<file path="config.mk">
export PLATFORM = sky130hd
export DESIGN_NAME = bullet_controller
export DESIGN_NICKNAME = d
export VERILOG_FILES = /design/src/rtl/tank_pkg.sv /design/src/rtl/aabb_overlap.sv /design/src/rtl/bullet_controller.sv
export SDC_FILE = /design/constraint.sdc
export NUM_CORES = 1
export LEC_CHECK = 0
export BUFFER_PORTS_ARGS = -buffer_cell sky130_fd_sc_hd__clkbuf_2
export CORE_MARGIN = 3
export CORE_UTILIZATION = 55
export DETAILED_ROUTE_END_ITERATION = 6
export PLACE_DENSITY_LB_ADDON = 0.25
export SLEW_MARGIN = 25
export SYNTH_ARGS = -nofsm -noshare
export SYNTH_HDL_FRONTEND = slang
export SYNTH_SLANG_ARGS = --single-unit
</file>
<file path="constraint.sdc">
create_clock -name Clk -period 5.93 [get_ports Clk]
set_clock_uncertainty 0.1 [all_clocks]
set_input_delay 0.8895 -clock Clk [delete_from_list [all_inputs] [get_ports Clk]]
set_output_delay 0.8895 -clock Clk [all_outputs]
set_load 0.02 [all_outputs]
</file>
<file path="src/rtl/tank_pkg.sv">
// Shared tank-game types: direction and hit-state encodings, playfield size, coordinate payload.
package tank_pkg;

    localparam int unsigned SCREEN_W = 640;
    localparam int unsigned SCREEN_H = 480;
    localparam int unsigned COORD_W  = 10;
    localparam int unsigned ARITH_W  = 11;

    typedef enum logic [2:0] {
        DIR_NONE  = 3'b000,
        DIR_UP    = 3'b001,
        DIR_RIGHT = 3'b010,
        DIR_LEFT  = 3'b011,
        DIR_DOWN  = 3'b100
    } dir_t;

    typedef enum logic [1:0] {
        HIT_IDLE = 2'b00,
        HIT_FLY  = 2'b01,
        HIT_WALL = 2'b10,
        HIT_TANK = 2'b11
    } hit_t;

    typedef struct packed {
        logic [ARITH_W-1:0] x;
        logic [ARITH_W-1:0] y;
    } pos_t;

    function automatic dir_t reverse_dir(input dir_t d);
        case (d)
            DIR_UP:    return DIR_DOWN;
            DIR_DOWN:  return DIR_UP;
            DIR_LEFT:  return DIR_RIGHT;
            DIR_RIGHT: return DIR_LEFT;
            default:   return d;
        endcase
    endfunction

endpackage

</file>
<file path="src/rtl/aabb_overlap.sv">
// Strict axis-aligned box overlap test; sums wrap at W bits.
module aabb_overlap #(
    parameter int unsigned W = 11
) (
    input  logic [W-1:0] ax,
    input  logic [W-1:0] ay,
    input  logic [W-1:0] aw,
    input  logic [W-1:0] ah,
    input  logic [W-1:0] bx,
    input  logic [W-1:0] by,
    input  logic [W-1:0] bw,
    input  logic [W-1:0] bh,
    output logic         overlap
);

    assign overlap = (ax < bx + bw) && (bx < ax + aw) &&
                     (ay < by + bh) && (by < ay + ah);

endmodule

</file>
<file path="src/rtl/bullet_controller.sv">
// Per-tank projectile engine: spawn on fire, advance per frame tick, collide with enemy/walls/edges.
// Define BULLET_BOUNCE_EN to make the first edge contact reverse direction instead of ending the flight.
module bullet_controller
    import tank_pkg::*;
#(
    parameter int unsigned SPEED     = 4,
    parameter int unsigned BULLET_SZ = 8,
    parameter int unsigned TANK_SZ   = 32,
    parameter int unsigned COOLDOWN  = 15,
    parameter int unsigned WALL_H_W  = 64,
    parameter int unsigned WALL_H_H  = 32,
    parameter int unsigned WALL_V_W  = 32,
    parameter int unsigned WALL_V_H  = 64
) (
    input  logic         Clk,
    input  logic         Reset_n,
    input  logic         frame_clk,
    input  logic         fire,
    input  logic         own_alive,
    input  logic [2:0]   tank_dir,
    input  logic [9:0]   tankX,
    input  logic [9:0]   tankY,
    input  logic [9:0]   enemyX,
    input  logic [9:0]   enemyY,
    input  logic         enemy_alive,
    input  logic [9:0]   wallX1,
    input  logic [9:0]   wallX2,
    input  logic [9:0]   wallX3,
    input  logic [9:0]   wallX4,
    input  logic [9:0]   wallY1,
    input  logic [9:0]   wallY2,
    input  logic [9:0]   wallY3,
    input  logic [9:0]   wallY4,
    input  logic [3:0]   wall_alive,
    input  logic [9:0]   DrawX,
    input  logic [9:0]   DrawY,
    output logic [9:0]   bulletX,
    output logic [9:0]   bulletY,
    output logic         is_bullet,
    output logic [1:0]   hit,
    output logic [3:0]   wall_hit,
    output logic         tank_kill
);

    localparam int unsigned AW      = ARITH_W;
    localparam int unsigned CNT_W   = $clog2(COOLDOWN + 1);
    localparam int unsigned OFS     = (TANK_SZ - BULLET_SZ) / 2;
    localparam logic [AW-1:0] SPD   = AW'(SPEED);
    localparam logic [AW-1:0] BSZ   = AW'(BULLET_SZ);
    localparam logic [AW-1:0] SW    = AW'(SCREEN_W);
    localparam logic [AW-1:0] SH    = AW'(SCREEN_H);

    hit_t              state_q, state_d;
    dir_t              dir_q, dir_d;
    logic [9:0]        pos_x_q, pos_x_d, pos_y_q, pos_y_d;
    logic [CNT_W-1:0]  cool_q, cool_d;
    logic              frame_d, fire_d;
    logic [3:0]        wall_hit_q, wall_hit_d;
    logic              tank_kill_q, tank_kill_d;
`ifdef BULLET_BOUNCE_EN
    logic              bounced_q, bounced_d;
`endif

    logic              tick, fire_ev, spawn_ok, off_screen, enemy_ov;
    logic [AW-1:0]     tx, ty, cx, cy;
    pos_t              spawn, next_pos;
    logic [3:0][AW-1:0] wall_x, wall_y;
    logic [3:0]        wall_ov, wall_sel;

    assign tick    = frame_clk & ~frame_d;
    assign fire_ev = fire & ~fire_d;
    assign tx      = AW'(tankX);
    assign ty      = AW'(tankY);
    assign cx      = AW'(pos_x_q);
    assign cy      = AW'(pos_y_q);
    assign wall_x  = {AW'(wallX4), AW'(wallX3), AW'(wallX2), AW'(wallX1)};
    assign wall_y  = {AW'(wallY4), AW'(wallY3), AW'(wallY2), AW'(wallY1)};

    // Muzzle position for the requested direction; rejected if any part lands off-screen
    always_comb begin
        spawn    = '0;
        spawn_ok = 1'b0;
        case (dir_t'(tank_dir))
            DIR_UP:    begin spawn.x = tx + AW'(OFS); spawn.y = ty - BSZ; spawn_ok = (ty >= BSZ); end
            DIR_DOWN:  begin spawn.x = tx + AW'(OFS); spawn.y = ty + AW'(TANK_SZ); spawn_ok = 1'b1; end
            DIR_RIGHT: begin spawn.x = tx + AW'(TANK_SZ); spawn.y = ty + AW'(OFS); spawn_ok = 1'b1; end
            DIR_LEFT:  begin spawn.x = tx - BSZ; spawn.y = ty + AW'(OFS); spawn_ok = (tx >= BSZ); end
            default:   spawn_ok = 1'b0;
        endcase
        if ((spawn.x + BSZ > SW) || (spawn.y + BSZ > SH))
            spawn_ok = 1'b0;
    end

    // Candidate position one step along the latched direction, plus edge test on the current one
    always_comb begin
        next_pos   = '{x: cx, y: cy};
        off_screen = 1'b0;
        case (dir_q)
            DIR_UP:    begin next_pos.y = cy - SPD; off_screen = (cy < SPD); end
            DIR_DOWN:  begin next_pos.y = cy + SPD; off_screen = (cy + BSZ + SPD > SH); end
            DIR_LEFT:  begin next_pos.x = cx - SPD; off_screen = (cx < SPD); end
            DIR_RIGHT: begin next_pos.x = cx + SPD; off_screen = (cx + BSZ + SPD > SW); end
            default:   off_screen = 1'b0;
        endcase
    end

    aabb_overlap #(.W(AW)) u_enemy_ov (
        .ax(next_pos.x), .ay(next_pos.y), .aw(BSZ), .ah(BSZ),
        .bx(AW'(enemyX)), .by(AW'(enemyY)), .bw(AW'(TANK_SZ)), .bh(AW'(TANK_SZ)),
        .overlap(enemy_ov)
    );

    for (genvar k = 0; k < 4; k++) begin : g_wall
        localparam int unsigned WW = (k % 2 == 0) ? WALL_H_W : WALL_V_W;
        localparam int unsigned WH = (k % 2 == 0) ? WALL_H_H : WALL_V_H;
        aabb_overlap #(.W(AW)) u_wall_ov (
            .ax(next_pos.x), .ay(next_pos.y), .aw(BSZ), .ah(BSZ),
            .bx(wall_x[k]), .by(wall_y[k]), .bw(AW'(WW)), .bh(AW'(WH)),
            .overlap(wall_ov[k])
        );
    end

    // Lowest-index live wall wins so at most one damage pulse fires
    always_comb begin
        wall_sel = '0;
        for (int k = 3; k >= 0; k--) begin
            if (wall_ov[k] && wall_alive[k]) begin
                wall_sel    = '0;
                wall_sel[k] = 1'b1;
            end
        end
    end

    always_comb begin
        state_d     = state_q;
        dir_d       = dir_q;
        pos_x_d     = pos_x_q;
        pos_y_d     = pos_y_q;
        cool_d      = cool_q;
        wall_hit_d  = '0;
        tank_kill_d = 1'b0;
`ifdef BULLET_BOUNCE_EN
        bounced_d   = bounced_q;
`endif
        if (!own_alive) begin
            state_d = HIT_IDLE;
            cool_d  = '0;
        end else begin
            case (state_q)
                HIT_IDLE: begin
                    if (fire_ev && spawn_ok) begin
                        state_d = HIT_FLY;
                        dir_d   = dir_t'(tank_dir);
                        pos_x_d = spawn.x[9:0];
                        pos_y_d = spawn.y[9:0];
`ifdef BULLET_BOUNCE_EN
                        bounced_d = 1'b0;
`endif
                    end
                end
                HIT_FLY: begin
                    if (tick) begin
                        if (enemy_alive && enemy_ov) begin
                            state_d     = HIT_TANK;
                            tank_kill_d = 1'b1;
                            cool_d      = '0;
                        end else if (|wall_sel) begin
                            state_d    = HIT_WALL;
                            wall_hit_d = wall_sel;
                            cool_d     = '0;
                        end else if (off_screen) begin
`ifdef BULLET_BOUNCE_EN
                            if (!bounced_q) begin
                                dir_d     = reverse_dir(dir_q);
                                bounced_d = 1'b1;
                            end else begin
                                state_d = HIT_IDLE;
                            end
`else
                            state_d = HIT_IDLE;
`endif
                        end else begin
                            pos_x_d = next_pos.x[9:0];
                            pos_y_d = next_pos.y[9:0];
                        end
                    end
                end
                HIT_WALL, HIT_TANK: begin
                    if (tick) begin
                        if (cool_q == CNT_W'(COOLDOWN - 1)) begin
                            state_d = HIT_IDLE;
                            cool_d  = '0;
                        end else begin
                            cool_d = cool_q + CNT_W'(1);
                        end
                    end
                end
                default: state_d = HIT_IDLE;
            endcase
        end
    end

    always_ff @(posedge Clk or negedge Reset_n) begin
        if (!Reset_n) begin
            state_q     <= HIT_IDLE;
            dir_q       <= DIR_NONE;
            pos_x_q     <= '0;
            pos_y_q     <= '0;
            cool_q      <= '0;
            frame_d     <= 1'b0;
            fire_d      <= 1'b0;
            wall_hit_q  <= '0;
            tank_kill_q <= 1'b0;
`ifdef BULLET_BOUNCE_EN
            bounced_q   <= 1'b0;
`endif
        end else begin
            state_q     <= state_d;
            dir_q       <= dir_d;
            pos_x_q     <= pos_x_d;
            pos_y_q     <= pos_y_d;
            cool_q      <= cool_d;
            frame_d     <= frame_clk;
            fire_d      <= fire;
            wall_hit_q  <= wall_hit_d;
            tank_kill_q <= tank_kill_d;
`ifdef BULLET_BOUNCE_EN
            bounced_q   <= bounced_d;
`endif
        end
    end

    assign bulletX   = pos_x_q;
    assign bulletY   = pos_y_q;
    assign hit       = state_q;
    assign wall_hit  = wall_hit_q;
    assign tank_kill = tank_kill_q;
    assign is_bullet = (state_q == HIT_FLY) &&
                       (DrawX >= pos_x_q) && (AW'(DrawX) < cx + BSZ) &&
                       (DrawY >= pos_y_q) && (AW'(DrawY) < cy + BSZ);

endmodule

</file>
Word level (Yosys, flattened, before mapping)
Index checks and enable logic that the tools add are counted.
Word-level totals
  bits of input ports: 153
  memory bits (writable): 0
  bits in registers: 36
  logic and storage cells: 180
  output and inout bits: 28
  memories: 0
  latch bits: 0
  ROM bits: 0
Cells by class
  add/subtract/negate cells: 29
  $lt $le $gt $ge: 32
  shift operators: 0
  reduce and logical (&&, ||, !) cells: 35
  bitwise logic cells: 4
  mux-type cells: 47
  divide/modulo/power cells: 0
  multiply operators: 0
  equal/unequal tests: 24
Operators with widths (count)
  10-bit by 11-bit < comparator with 1-bit output: 12
  11-bit < comparator: 10
  10-bit 2-to-1 mux: 10
  10-bit by 6-bit adder with 11-bit output, second input constant: 8
  22-bit case mux with 4 select lines: 1
  4-bit 2-to-1 mux: 15
  10-bit by 4-bit adder with 11-bit output, second input constant: 4
  10-bit by 7-bit adder with 11-bit output, second input constant: 4
  11-bit by 4-bit adder with 11-bit output, second input constant: 4
  11-bit case mux with 2 select lines: 2
  10-bit case mux with 2 select lines: 2
  1-bit logical AND: 25
  10-bit by 3-bit adder with 11-bit output, second input constant: 2
  11-bit by 3-bit adder with 11-bit output, second input constant: 2
  11-bit by 10-bit > comparator with 1-bit output, second input constant: 2
  11-bit by 9-bit > comparator with 1-bit output, second input constant: 2
  10-bit by 3-bit subtractor with 11-bit output, second input constant: 2
  10-bit by 4-bit subtractor with 11-bit output, second input constant: 2
  10-bit >= comparator: 2
  10-bit by 4-bit >= comparator with 1-bit output, second input constant: 2
  10-bit by 3-bit < comparator with 1-bit output, second input constant: 2
  2-bit 2-to-1 mux: 8
  3-bit by 2-bit == test with 1-bit output, second input constant: 4
  3-bit inequality test, second input constant: 4
  26 further kinds: 40

Longest topological paths before layout
Gate-level depths: netlist (run 1).
  depth after elaboration: 18
  depth in mapped cells: 23
  gate-level depth less buffers: 20

Hierarchy
A second synthesis (run 1) with hierarchy kept.
Unflattened totals
  cell total of the unflattened synthesis: 2264
  area total of the unflattened synthesis: 18240.0 µm²
Modules (own cells, without submodules)
  aabb_overlap at g_wall[1].u_wall_ov ...: instances 2, sequential area each 0.0 µm², cells an instance 325, area an instance 2617.5 µm²
  bullet_controller: instances 1, sequential area each 900.9 µm², cells an instance 636, area an instance 5146.2 µm²
  aabb_overlap at g_wall[2].u_wall_ov: instances 1, sequential area each 0.0 µm², cells an instance 326, area an instance 2643.8 µm²
  aabb_overlap at g_wall[3].u_wall_ov: instances 1, sequential area each 0.0 µm², cells an instance 326, area an instance 2610.0 µm²
  aabb_overlap at g_wall[0].u_wall_ov: instances 1, sequential area each 0.0 µm², cells an instance 326, area an instance 2605.0 µm²

Least setup slack after synthesis (run 1)
No wires, ideal clock.
  kind: flip-flop to flip-flop
  from: register pos_x_q[2] (netlist: bulletX[2])
  to: register cool_q[1]
  setup slack: 695 ps
  data required time: 5705 ps
  arrival time: 5011 ps
  cell stages (with the launch flop): 22
  setup time: 125 ps
  clock period less this slack: 5235 ps
  buffers on the path: 1
  path through: dfrtp_1 clkbuf_1 inv_1 ha_1 xor2_1 nor2_1 a21oi_1 ha_1 nand3_1 xor2_1 ha_1 o2111ai_1 a21oi_1 o31ai_1 nand2_1 nand3_1 o211a_1 o221ai_1 o311ai_2 nor3b_4 o211ai_1 mux2_2
Between the ends
  word-level cells in the longest chain between the ends: 15
  elaborated cells on any way between the ends: 45
  classes of those cells: add/sub: 3; order compare: 10; eq/ne: 1; mux: 9; reduce/logical: 22
Ends and longest elaborated chain
  start: declaration: RTL line bullet_controller.sv:55  | logic [9:0] pos_x_q, pos_x_d, pos_y_q, pos_y_d;
  start signal: assignment: RTL line bullet_controller.sv:220  | pos_x_q <= pos_x_d;
  10-bit by 3-bit adder with 11-bit output / 10-bit by 3-bit subtractor with 11-bit output (equally long branches): RTL line bullet_controller.sv:102, bullet_controller.sv:101
  11-bit case mux with 2 select lines (*): RTL line bullet_controller.sv:98  | case (dir_q)
  11-bit by 4-bit adder with 11-bit output: RTL line aabb_overlap.sv:16  | assign overlap = (ax < bx + bw) && (bx < ax + aw) &&
  10-bit by 11-bit < comparator with 1-bit output: RTL line aabb_overlap.sv:16
  1-bit logical AND (2 in a row): RTL line aabb_overlap.sv:16
  1-bit logical AND: RTL line aabb_overlap.sv:17  | (ay < by + bh) && (by < ay + ah);
  1-bit logical AND: RTL line bullet_controller.sv:127  | if (wall_ov[k] && wall_alive[k]) begin
  4-bit 2-to-1 mux (4 in a row): RTL line bullet_controller.sv:127
  4-bit OR reduction: RTL line bullet_controller.sv:167  | end else if (|wall_sel) begin
  4-bit inequality test (no source line)
  4-bit AND reduction (no source line)
  end signal: assignment: RTL line bullet_controller.sv:222  | cool_q <= cool_d;
  end: declaration: RTL line bullet_controller.sv:56  | logic [CNT_W-1:0] cool_q, cool_d;
Every way passes the cells marked *; elsewhere a longest branch is shown, timed or not. The select of a mux whose other input is x is not followed.
A chain may end at the register's enable or synchronous reset.

Final worst setup path (run 1)
  from: register pos_y_q[3] (netlist: bulletY[3])
  to: register cool_q[1]
Between the ends
  word-level cells in the longest chain between the ends: 13
  elaborated cells on any way between the ends: 40
  classes of those cells: add/sub: 3; order compare: 10; eq/ne: 1; mux: 9; reduce/logical: 17
Ends and longest elaborated chain
  start: declaration: RTL line bullet_controller.sv:55
  start signal: assignment: RTL line bullet_controller.sv:221  | pos_y_q <= pos_y_d;
  10-bit by 3-bit adder with 11-bit output / 10-bit by 3-bit subtractor with 11-bit output (equally long branches): RTL line bullet_controller.sv:100, bullet_controller.sv:99
  11-bit case mux with 2 select lines (*): RTL line bullet_controller.sv:98
  11-bit by 4-bit adder with 11-bit output / 11-bit < comparator (equally long branches): RTL line aabb_overlap.sv:17
  10-bit by 11-bit < comparator with 1-bit output / 1-bit logical AND (equally long branches): RTL line aabb_overlap.sv:17, aabb_overlap.sv:16
  1-bit logical AND: RTL line aabb_overlap.sv:17
  1-bit logical AND: RTL line bullet_controller.sv:127
  4-bit 2-to-1 mux (4 in a row): RTL line bullet_controller.sv:127
  4-bit OR reduction: RTL line bullet_controller.sv:167
  4-bit inequality test (no source line)
  4-bit AND reduction (no source line)
Marks and branches as above.

==> flow_summary_export.csv, run 1 <==
group,metric,value,unit
final_layout,n_fill_cell,1657,
timing,finalCritPeriodShare,91.9,%
synth,async_flop_share,100,%
critical_path,critPathCaptureType,"flop",
pwr,seqPwrFrac,10.4,%
die,core_area,18400,sq um
detailed_routing,drc_errors,0,
place,portBuffers,180,
timing,setup_viol,0,
final_layout,final_layout_size_suffix_gt1_share,15.5,%
die,die_x,144,um
timing,worst_pin_slew,0.985,ns
cts,htreeDepth,2,
detailed_routing,drt-vias-per-instance,6.17,
detailed_routing,firstDrtPassIters,5,
place,dp_hpwl,26900,um
pwr,powerDensity,424,nW/um^2
timing,slew-limit-headroom,33.8,%
synth,synth_cells,1325,
worst_hold_path,min_path_type,"primary input to asynchronous set/reset pin",
global_routing,grt_pass1_wl,51200,um
synth,ys.warnings.count,0,
synth,synth_ff_type,"dfrtp_1",
cts,clk_pin_slew,0.07,ns
synth,ys_top_cells_by_area,"ha_1 (33%), dfrtp_1 (8.6%), inv_1 (4.4%), a21oi_1 (4.0%), o21ai_0 (3.9%)",
cts,cts_sinks,36,
die,die_h,144,um
pwr,leakage,6.09,nW
synth,syn_nets,1755,
timing,slew_violations,0,
final_layout,nets,1930,
detailed_routing,drtAntennaViolNets,0,
run_status,outcome,"finished clean",
synth,synth_edf_count,0,
pwr,p_int,2.23,mW
critical_path,crit_fanout,10,
synth,ys_seq_area_share,8.57,%
pwr,p_sw,2.82,mW
synth,synth_top_area_share,33.0,%
cts,worstSkewPairLatency,0.29,ns
pwr,p_sw_share,55.8,%
final_layout,syn_to_final_growth,13.2,%
timing,setup_slack,0.483,ns
die,start_util,57.2,%
detailed_routing,avgRoutedWirePerCell,18.3,um
pwr,ir_drop,0.222,mV
cts,cts_root_buf,"clkbuf_16",
pwr,power_frac_comb,83.3,%
cts,cts_tree,"built",
cts,cts_repair_resize_count,0,
timing,fmax,184,MHz
detailed_routing,routed_wl,31700,um
detailed_routing,first_iter_violations,833,
global_routing,grt_max_degree,37,
final_layout,multiInputGateArea,8970,sq um
synth,synth.distinct_cells,81,
timing,period_needed,5.45,ns
cts,cts.path.max_buffers,2,
cts,hold_buffers,0,
global_routing,globalRouteOverflowTotal,0,
final_layout,diodes,0,
synth,syn_area_per_cell,7.94,sq um
die,rows,49,
place,dp_slack,0.564,ns
final_layout,seq_area,901,sq um
synth,synth_largest_area_cell,"ha_1",
timing,hold_viol,0,
synth,syn_area,10500,sq um
run,drv_cap,0,
die,num_io_pins,181,
timing,rsz0062_at_grt,"no",
pwr,p_clk_share,6.3,%
timing,tns,0,ns
detailed_routing,vias,10700,
global_routing,antenna_found_initial,0,
critical_path,crit_type,"flop to flop",
place,gp_congestion,0.957,
die,design.die.area,20800,sq um
cts,cts_setup_buffers,0,
global_routing,first_global_vias,10300,
critical_path,cp-start-kind,"flop",
global_routing,gr-usage-all-layers,30.0,%
critical_path,worstPathArrival,5.52,ns
synth,ys_seq_elements,36,
critical_path,cp.required,6.01,ns
cts,numCtsBuffers,5,
==> through the flow <==
step | instances | util (%) | power (mW) | instance area, sq um | hold slack, ns
6_report | 1730 | 64.7 | 5.04 | 11900 | 0.385
5_1_grt | 1730 | 64.7 | 5.65 | 11900 | 0.396
4_1_cts | 1729 | 64.6 | 5.01 | 11900 | 0.477
3_5_place_dp | 1721 | 63.7 | 4.67 | 11700 | 0.462
3_3_place_gp | 1721 | 63.7 | 4.57 | 11700 | 0.457
2_1_floorplan | 1325 | - | 3.41 | 10500 | 0.422
==> power groups by stage <==
stage / clock [mW] / sequential, mW / combinational, mW
6_report: 0.318 / 0.523 / 4.20
5_1_grt: 0.326 / 0.542 / 4.78
4_1_cts: 0.319 / 0.517 / 4.17
3_5_place_dp: 0 / 0.522 / 4.15
3_3_place_gp: 0 / 0.516 / 4.05
2_1_floorplan: 0 / 0.500 / 2.91
==> Yosys cell counts, types with 28 or more instances <==
cell and instances:
nor2_1 57, nand2_1 61, inv_1 124, xnor2_1 46
o21ai_0 81, mux2i_1 28, nand2b_1 38, nand3_1 71
dfrtp_1 36, a21o_1 28, a21oi_1 85, ha_1 277
==> metal layers <==
metal	GRT usage [%]	up-vias	wire (um)
li1	-	5267	-
met1	39.5	4969	13700
met2	52.2	371	15200
met3	2.51	68	1750
met4	9.13	0	1020
met5	0	-	0
==> flip-flops by register name, summed over array words and instances (netlist names) <==
signal     flops
wall_hit       4
fire_d         1
bulletX       10
cool_q         4
tank_kill      1
hit            2
dir_q          3
frame_d        1
bulletY       10
==> cell usage in the layout (no fill, tap or decap), types with 12 or more instances in the layout <==
master      n
xnor2_1    46
ha_1      277
buf_4      23
nand2b_1   38
nor3_1     15
o21ai_0    81
and3_1     19
nand3_1    71
mux2i_1    28
o211ai_1   12
o31ai_1    12
nor2_1     57
a211oi_1   15
a21oi_1    85
xor2_1     25
nor2b_1    21
a21o_1     28
a31oi_1    18
inv_1     124
nand2_1    61
dfrtp_1    36
nand4_1    17
o21a_1     17
clkbuf_2  180
==> layout make-up <==
| class | count | share of cell area [%] |
|---|---|---|
| repair buffers | 204 | 9.19 |
| flip-flops and latches | 36 | 7.57 |
| inverters | 127 | 4.01 |
| well taps | 229 | 2.41 |
| multi-input cells | 1126 | 75.4 |
| clock buffers | 5 | 1.05 |
| clock inverters | 3 | 0.389 |
==> logic make-up after synthesis <==
family,count (synthesis),synth area share (%)
simple gates,376,19.7
compound gates,370,23.6
fa+ha+maj,277,33.0
buf+inv,163,6.13
xor+xnor,71,5.91
flops,36,8.57
mux,32,3.09
==> worst max-delay path, stage by stage, from the launching register on <==
cell and delay [ns]:
dfrtp_1 0.47, inv_1 0.31, ha_1 0.20, nor4bb_1 0.44, and4_1 0.26, or3_1 0.12
and2_1 0.42, nand3_1 0.15, xor2_1 0.46, ha_1 0.34, and2_1 0.16, o21ai_0 0.14
o21ai_0 0.13, a2bb2oi_1 0.17, or2_2 0.34, o22ai_1 0.29, nor3b_4 0.13, o211ai_1 0.31
mux2_2 0.37
==> final timing paths <==
kind	slack [ns]	cells past startpoint	endpoint	startpoint
min in group Clk	0.48	1	cool_q[1]	cool_q[1]
setup / recovery	0.48	18	cool_q[1]	bulletY[3]
max in group asynchronous	4.89	2	cool_q[2]	Reset_n
hold / removal	0.39	1	bulletX[7]	Reset_n
hold reg to reg	0.48	1	cool_q[1]	cool_q[1]
setup reg to reg	0.48	18	cool_q[1]	bulletY[3]
No activity file was read; power rests on OpenSTA's default activity.
==> run 2, diff against run 1 <==
Settings changed: CTS_BUF_LIST set to sky130_fd_sc_hd__clkbuf_8.
==> run 2 against run 1 <==
Count of clock-buffer cells in the layout stayed put. Worst setup slack worse by 0.074 ns. Clock power is 27% lower. Critical endpoint unchanged. Largest cell class unchanged.
==> flow_summary_export.csv, run 2 (same netlist as run 1, synthesis figures left out) <==
group,metric,value,unit
run_status,outcome,"finished clean",
detailed_routing,drtAntennaViolNets,0,
detailed_routing,drt-vias-per-instance,6.19,
timing,whs,0.491,ns
critical_path,crit_fanout,10,
final_layout,syn_to_final_growth,12.4,%
critical_path,reg2reg_slack,0.41,ns
final_layout,multiInputGateArea,8970,sq um
critical_path,crit_type,"flop to flop",
place,portBuffers,180,
pwr,p_clk_share,4.7,%
detailed_routing,avgRoutedWirePerCell,18.3,um
pwr,power_frac_comb,84.7,%
timing,rsz0062_at_grt,"no",
global_routing,grt_max_degree,37,
final_layout,final_cell_count_no_fill,1729,
timing,hold_viol,0,
timing,slew-limit-headroom,33.9,%
detailed_routing,drc_errors,0,
detailed_routing,routed_wl,31700,um
timing,fmax,181,MHz
final_layout,nets,1929,
pwr,powerDensity,420,nW/um^2
place,gp_congestion,0.957,
cts,cts_root_buf,"clkbuf_8",
pwr,p_sw_share,56.6,%
final_layout,seq_area,901,sq um
pwr,ir_drop,0.201,mV
cts,clk_pin_slew,0.09,ns
cts,worstSkewPairLatency,0.30,ns
die,num_io_pins,181,
global_routing,grt_pass1_wl,51100,um
detailed_routing,firstDrtPassIters,5,
die,start_util,57.2,%
timing,slew_violations,0,
cts,cts_setup_buffers,0,
die,die_h,144,um
global_routing,antenna_found_initial,0,
critical_path,reg2reg_from,"bulletY[3]",
pwr,seqPwrFrac,10.6,%
detailed_routing,vias,10700,
final_layout,final_util,64.3,%
worst_hold_path,min_path_type,"flop to flop",
cts,cts_sinks,36,
cts,cts_repair_resize_count,0,
timing,tns,0,ns
die,rows,49,
place,dp.cells,1721,
global_routing,globalRouteOverflowTotal,0,
pwr,leakage,6.06,nW
critical_path,worstPathArrival,5.62,ns
critical_path,critPathCaptureType,"flop",
critical_path,rr_endpoint,"cool_q[1]",
pwr,p_sw,2.81,mW
place,place_area,11700,sq um
worst_hold_path,worstHoldStart,"cool_q[1]",
critical_path,reg2regPathDepth,18,
final_layout,layout_commonest_cell,"ha_1",
timing,worst_pin_slew,0.983,ns
cts,cts.path.max_buffers,2,
die,design.die.area,20800,sq um
final_layout,diodes,0,
cts,cts_tree,"built",
global_routing,gr-usage-all-layers,29.9,%
timing,finalCritPeriodShare,93.1,%
worst_hold_path,min_path_cells,1,
final_layout,final_cell_area,11800,sq um
cts,htreeDepth,2,
final_layout,layout_common_cells,"ha_1 (277), clkbuf_2 (180), inv_1 (124)",
final_layout,final_layout_size_suffix_gt1_share,15.5,%
cts,hold_buffers,0,
cts,numCtsBuffers,5,
place,dp_hpwl,26900,um
global_routing,first_global_vias,10400,
timing,setup_viol,0,
final_layout,n_fill_cell,1675,
detailed_routing,first_iter_violations,849,
run,drv_cap,0,
critical_path,cp.required,6.03,ns
die,core_area,18400,sq um
timing,period_needed,5.52,ns
critical_path,cp-start-kind,"flop",
worst_hold_path,hold-path-endpoint,"cool_q[1]",
die,die_x,144,um
pwr,p_int,2.15,mW
-- run 2: per-layer routing --
layer	up-vias	share of wire [%]	GRT usage (%)
li1	5269	-	-
met1	5012	43	39.3
met2	352	48	52.0
met3	71	5.3	2.55
met4	0	3.5	9.72
met5	-	0	0
-- run 2: through the flow --
step                power [mW]  setup WS [ns]
floorplan                 3.41          0.695
global placement          4.57          0.764
detailed placement        4.67          0.564
CTS                       4.93          0.582
global route              5.56          0.106
finish                    4.96          0.409
-- run 2: power groups by stage --
stage	Sequential, mW	Combinational, mW	Clock, mW
finish	0.524	4.20	0.233
global route	0.541	4.78	0.243
CTS	0.517	4.17	0.236
detailed placement	0.522	4.15	0
global placement	0.516	4.05	0
floorplan	0.500	2.91	0
-- run 2: worst max path at each step --
stage / cells after the start / to / startpoint
2_1_floorplan: 21 / cool_q[1] / bulletX[2]
3_3_place_gp: 19 / cool_q[1] / bulletX[3]
3_5_place_dp: 17 / bulletX[9] / tankX[3]
4_1_cts: 18 / cool_q[1] / bulletY[3]
5_1_grt: 18 / cool_q[1] / bulletX[3]
6_report: 18 / cool_q[1] / bulletY[3]
-- run 2: area by class of cell --
cell class,count,share of cell area [%]
Multi-Input combinational cell,1126,75.9
Clock inverter,3,0.392
Inverter,127,4.03
Timing Repair Buffer,203,9.08
Tap cell,229,2.42
Clock buffer,5,0.582
Sequential cell,36,7.62
-- run 2: worst max-delay path, stage by stage, from the launching register on --
cell and delay, ns:
dfrtp_1 0.48, inv_1 0.32, ha_1 0.21, nor4bb_1 0.49
and4_1 0.27, or3_1 0.12, and2_1 0.42, nand3_1 0.15
xor2_1 0.46, ha_1 0.34, and2_1 0.16, o21ai_0 0.15
o21ai_0 0.13, a2bb2oi_1 0.17, or2_2 0.34, o22ai_1 0.29
nor3b_4 0.13, o211ai_1 0.30, mux2_2 0.37
